--- src/rtl/btb_pkg.sv ---
// Shared BTB types: entry layout, 2-bit counter encodings and the tag helper.
package btb_pkg;

  // Widest tag: ENTRIES >= 4 leaves at most pc[31:4].
  localparam int TAG_W = 28;

  typedef enum logic [1:0] {
    SNT = 2'b00,
    WNT = 2'b01,
    WT  = 2'b10,
    ST  = 2'b11
  } ctr_e;

  typedef struct packed {
    logic             valid;
    logic [TAG_W-1:0] tag;
    logic [31:0]      target;
    ctr_e             ctr;
  } btb_entry_t;

  function automatic logic [TAG_W-1:0] pc_tag(input logic [31:0] pc, input int idx_w);
    logic [31:0] shifted;
    shifted = pc >> (idx_w + 2);
    return shifted[TAG_W-1:0];
  endfunction

endpackage

--- src/rtl/if_fetch_predictor_sat_counter2.sv ---
// Two-bit saturating counter step: count up on taken, down on not taken.
module sat_counter2
  import btb_pkg::*;
(
  input  logic [1:0] ctr_i,
  input  logic       inc_i,
  output logic [1:0] ctr_o
);

  // NOTE: every always_comb output gets a default first so no path infers a latch.
  always_comb begin
    ctr_o = ctr_i;
    if (inc_i && (ctr_i != ST)) begin
      ctr_o = ctr_i + 2'd1;
    end else if (!inc_i && (ctr_i != SNT)) begin
      ctr_o = ctr_i - 2'd1;
    end
  end

endmodule

--- src/rtl/if_fetch_predictor.sv ---
// Fetch PC register with a direct-mapped BTB and 2-bit counters.
// Define BTB_BYPASS_EN to forward a same-cycle training write into the lookup.
module if_fetch_predictor
  import btb_pkg::*;
#(
  parameter int          ENTRIES  = 16,
  parameter logic [31:0] RESET_PC = 32'h0000_0000
) (
  input  logic        clk,
  input  logic        rst_n,
  input  logic        stall_if,
  input  logic        modify_pc_ex,
  input  logic [31:0] update_pc_ex,
  input  logic        update_btb_ex,
  input  logic [31:0] pc_ex,
  input  logic        ex_branch_taken,
  input  logic [31:0] jump_addr_ex,
  input  logic        ex_is_jump,
  output logic [31:0] pc_if,
  output logic        predictedTaken_if,
  output logic [31:0] predicted_target_if
);

  localparam int IDX_W = $clog2(ENTRIES);

  btb_entry_t  btb_q [ENTRIES];
  btb_entry_t  btb_d [ENTRIES];
  logic [31:0] pc_if_q, pc_if_d;

  logic [IDX_W-1:0] rd_idx, wr_idx;
  logic [TAG_W-1:0] rd_tag, wr_tag;
  btb_entry_t       rd_entry, ex_entry, wr_entry;
  logic             rd_hit, ex_hit, wr_en;
  logic [1:0]       ctr_next;

  assign rd_idx = pc_if_q[IDX_W+1:2];
  assign rd_tag = pc_tag(pc_if_q, IDX_W);
  assign wr_idx = pc_ex[IDX_W+1:2];
  assign wr_tag = pc_tag(pc_ex, IDX_W);

  assign ex_entry = btb_q[wr_idx];
  assign ex_hit   = ex_entry.valid && (ex_entry.tag == wr_tag);

  sat_counter2 u_sat_counter2 (
    .ctr_i (ex_entry.ctr),
    .inc_i (ex_branch_taken),
    .ctr_o (ctr_next)
  );

  // Training: jumps always install strongly taken; branches train on hit,
  // allocate weakly taken on a taken miss, and leave a not-taken miss alone.
  always_comb begin
    wr_en    = 1'b0;
    wr_entry = ex_entry;
    if (update_btb_ex) begin
      if (ex_is_jump) begin
        wr_en    = 1'b1;
        wr_entry = '{valid: 1'b1, tag: wr_tag, target: jump_addr_ex, ctr: ST};
      end else if (ex_hit) begin
        wr_en        = 1'b1;
        wr_entry.ctr = ctr_e'(ctr_next);
        if (ex_branch_taken) wr_entry.target = jump_addr_ex;
      end else if (ex_branch_taken) begin
        wr_en    = 1'b1;
        wr_entry = '{valid: 1'b1, tag: wr_tag, target: jump_addr_ex, ctr: WT};
      end
    end
  end

  always_comb begin
    btb_d = btb_q;
    if (wr_en) btb_d[wr_idx] = wr_entry;
  end

  always_comb begin
`ifdef BTB_BYPASS_EN
    rd_entry = (wr_en && (wr_idx == rd_idx)) ? wr_entry : btb_q[rd_idx];
`else
    rd_entry = btb_q[rd_idx];
`endif
  end

  assign rd_hit              = rd_entry.valid && (rd_entry.tag == rd_tag);
  assign predictedTaken_if   = rd_hit && rd_entry.ctr[1];
  assign predicted_target_if = predictedTaken_if ? rd_entry.target : pc_if_q + 32'd4;
  assign pc_if               = pc_if_q;

  always_comb begin
    pc_if_d = predicted_target_if;
    if (modify_pc_ex)  pc_if_d = update_pc_ex;
    else if (stall_if) pc_if_d = pc_if_q;
  end

  // NOTE: only valid and ctr are reset; tag/target are gated by valid, so
  // leaving them unreset keeps the table a plain RAM-style array.
  always_ff @(posedge clk) begin
    if (!rst_n) begin
      pc_if_q <= RESET_PC;
      for (int i = 0; i < ENTRIES; i++) begin
        btb_q[i].valid <= 1'b0;
        btb_q[i].ctr   <= SNT;
      end
    end else begin
      pc_if_q <= pc_if_d;
      btb_q   <= btb_d;
    end
  end

endmodule

--- config.mk ---
export PLATFORM = sky130hd
export DESIGN_NAME = if_fetch_predictor
export DESIGN_NICKNAME = d
export VERILOG_FILES = /design/src/rtl/btb_pkg.sv /design/src/rtl/if_fetch_predictor_sat_counter2.sv /design/src/rtl/if_fetch_predictor.sv
export SDC_FILE = /design/constraint.sdc
export NUM_CORES = 2
export LEC_CHECK = 0
export CAP_MARGIN = 0
export CORE_UTILIZATION = 50
export CTS_CLUSTER_DIAMETER = 150
export DETAILED_ROUTE_END_ITERATION = 8
export PLACE_DENSITY = 0.77
export SLEW_MARGIN = 20
export SYNTH_ARGS = -nofsm -noshare
export SYNTH_HDL_FRONTEND = slang
export SYNTH_SLANG_ARGS = --single-unit
--- constraint.sdc ---
create_clock -name clk -period 12.25 [get_ports clk]
set_clock_uncertainty 0.1 [all_clocks]
set_input_delay 1.225 -clock clk [delete_from_list [all_inputs] [get_ports clk]]
set_output_delay 1.225 -clock clk [all_outputs]
set_load 0.02 [all_outputs]
==> results.json <==
{
  "cts.sinks": 1040,
  "max-slew-margin-rel": 0.129,
  "die_w_um": 319,
  "cp_cell_sequence": "buf_4 -> buf_4 -> mux4_2 -> mux4_2 -> xor2_1 -> nor4_1 -> and3_1 -> nand2_2 -> buf_4 -> a21oi_1 -> clkdlybuf4s50_1",
  "dr.pass1.iters": 6,
  "worst_path_most_repeated_cell": "buf_4",
  "drv_cap": 0,
  "nNetsFinal": 3004,
  "cts_setup_buffers": 0,
  "ff2ff_path_depth": 11,
  "fmax_mhz": 113,
  "seqPwrFrac": 0.494,
  "synth-main-ff-cell": "edfxtp_1",
  "synth_top_area_frac": 0.574,
  "leakage_nw": 17.8,
  "syn_area_um2": 50200,
  "crit_arrival_ns": 7.52,
  "setup_viol_count_final": 0,
  "grt_start_max_net_pins": 94,
  "synth.area.top_cells": "edfxtp_1, mux4_2, dfxtp_1, mux2i_1, mux2_2",
  "dp_cells": 4076,
  "vias": 30600,
  "p_int_mw": 6.19,
  "period_share": 0.722,
  "dp_hpwl_um": 89300,
  "hold_viol_final": 0,
  "power_frac_comb": 0.113,
  "die-height_um": 319,
  "ys_seq_area_frac": 0.606,
  "drt_iter0_drc": 4635,
  "required_ns": 10.93,
  "critPathKind": "flip-flop to output pin",
  "grt_setup_unrepaired": "no",
  "final_max_slew_viol_count": 0,
  "wl_um": 149000,
  "drc": 0,
  "cts_max_path_buffers": 3,
  "fin_crit_ns": 8.85,
  "slowest_delay_ns": 0.82,
  "synth-edff-count": 960,
  "rows": 115,
  "final_cell_count_no_fill": 4280,
  "cp-start-kind": "flip-flop",
  "hold_path_depth": 2,
  "post_synth.cell_area_avg_um2": 18.3,
  "synth-async-reset-ratio": 0,
  "yosys_register_bits": 1040,
  "cts-root-buf": "clkbuf_16",
  "ant_nets": 0,
  "irDropWorstVdd_mv": 0.109,
  "syn_nets": 2857,
  "cts_made_buffers": 105,
  "yosysUniqueCellTypes": 74,
  "core_um2": 99000,
  "routabilityCongestion": 0.957,
  "start_util": 0.507,
  "synth.largest_area_cell": "edfxtp_1",
  "antenna_found_initial": 6,
  "p_sw_frac": 0.240,
  "ctsResizeCount": 0,
  "areaGrowthSynthToFinish_pct": 13.2,
  "synthesis.instances": 2751,
  "avgRoutedWirePerCell_um": 34.9,
  "die_area_um2": 102000,
  "p_per_area_nw_per_um2": 143,
  "clock_latency_ns": 0.69,
  "cp-end-kind": "output pin",
  "power_mw": 8.15,
  "grt_pass1_vias": 31300,
  "path_max_fanout": 44,
  "setup_tns_ns": 0,
  "worstSetupPathDepth": 11,
  "clk_pin_slew_ns": 0.06,
  "cpMaxStageDelayCell": "dfxtp_4",
  "port_buffers": 165,
  "nFillCells": 7098,
  "status": "completed",
  "p_switching_mw": 1.95,
  "pin_count": 168,
  "grt_pass1_wl_um": 216000,
  "grt_overflow": 0,
  "tightestPinTransition_ns": 1.30,
  "path_buf_inv": 4,
  "power_frac_clock": 0.393,
  "viasPerCell": 7.14,
  "groute.usage.overall": 0.294,
  "cp_top_family": "buffers and inverters",
  "hold_class": "flip-flop to flip-flop",
  "postCtsHoldBufs": 0,
  "yosysWarnings": 0,
  "cts_max_level": 3,
  "cts_tree": "yes",
  "drive_gt1_frac": 0.309
}
worst paths after layout:
path / slack, ns / startpoint / end
setup reg to reg: 5.68 / pc_if[3]$_SDFFE_PN0P_ / pc_if[22]$_SDFFE_PN0P_
hold / removal: 0.37 / btb_q[1]$_SDFFE_PN0P_ / btb_q[1]$_SDFFE_PN0P_
hold reg to reg: 0.37 / btb_q[1]$_SDFFE_PN0P_ / btb_q[1]$_SDFFE_PN0P_
setup / recovery: 3.40 / pc_if[3]$_SDFFE_PN0P_ / predicted_target_if[18]
layout by cell type, fill, tap and decap left out, types with 28 or more instances in the layout:
master             n
clkinv_1          29
nor3_1            44
nand2_1          146
o21ai_0           28
mux2i_1          126
edfxtp_1         960
mux4_2           538
nor2_1            49
nand3_1           32
clkbuf_16        107
mux2_2            64
xnor2_1           63
buf_4             92
xor2_1            39
clkdlybuf4s50_1  159
dfxtp_1           77
a211oi_1          29
a21oi_1           43
metrics by stage:
step           hold slack, ns  utilization  setup WS (ns)  cell area (um2)
6_report                0.374        0.574           3.40            56800
5_1_grt                 0.387        0.574           3.22            56800
4_1_cts                 0.372        0.574           3.52            56800
3_5_place_dp            0.365        0.539           4.22            53400
3_3_place_gp            0.352        0.539           4.31            53400
2_1_floorplan           0.340            -           1.74            50200
per-layer routing:
metal  GRT usage  up-vias  part of all wire
met3       0.101      428              0.14
met4       0.119        4             0.045
li1            -    11900                 -
met2       0.458     2453              0.47
met5           0        -           0.00019
met1       0.381    15700              0.34
power by group through the flow:
| stage | combinational, mW | clock (mW) | sequential, mW |
|---|---|---|---|
| 2_1_floorplan | 0.602 | 0 | 4.08 |
| 3_3_place_gp | 0.877 | 0 | 4.09 |
| 3_5_place_dp | 0.903 | 0 | 4.10 |
| 4_1_cts | 0.908 | 3.22 | 4.02 |
| 5_1_grt | 0.962 | 3.35 | 4.03 |
| 6_report | 0.921 | 3.20 | 4.02 |
worst min-delay path, stage by stage (launching register included):
cell	delay [ns]
dfxtp_1	0.32
nand2_1	0.05
mux2i_1	0.05
synthesized netlist by cell type, drive strengths merged (6+ instances only):
library cell	number
a211oi	39
a21oi	43
a22o	6
a22oi	12
a31oi	28
and2	12
and3	17
buf	103
clkbuf	114
dfxtp	80
edfxtp	960
inv	13
mux2	64
mux2i	126
mux4	538
nand2	147
nand2b	7
nand3	32
nand4	10
nor2	49
nor2b	10
nor3	44
nor4	24
o211ai	7
o21a	16
o21ai	39
o221a	23
o22ai	12
or3	7
xnor2	63
xor2	39
cell families after synthesis:
| family | after synthesis | share of synthesized area |
|---|---|---|
| compound gates | 267 | 0.0389 |
| xor+xnor | 102 | 0.0178 |
| fa+ha+maj | 3 | 0.000748 |
| buf+inv | 232 | 0.0193 |
| flops | 1040 | 0.606 |
| mux | 728 | 0.281 |
| simple gates | 379 | 0.0365 |
registers in the layout (all words and copies together) (netlist names):
| signal | flops |
|---|---|
| btb_q | 1008 |
| pc_if | 32 |
final cells by class:
class / instances / area (um2) / share of cell area
flip-flops and latches: 1040 / 30400 / 0.536
multi-input cells: 1479 / 19000 / 0.334
clock buffers: 127 / 2770 / 0.0488
repair buffers: 257 / 2340 / 0.0412
well taps: 1287 / 1610 / 0.0283
clock inverters: 69 / 636 / 0.0112
inverters: 15 / 61.3 / 0.00108
diodes: 6 / 15.0 / 0.000264
(Power assumes the default switching activity.)
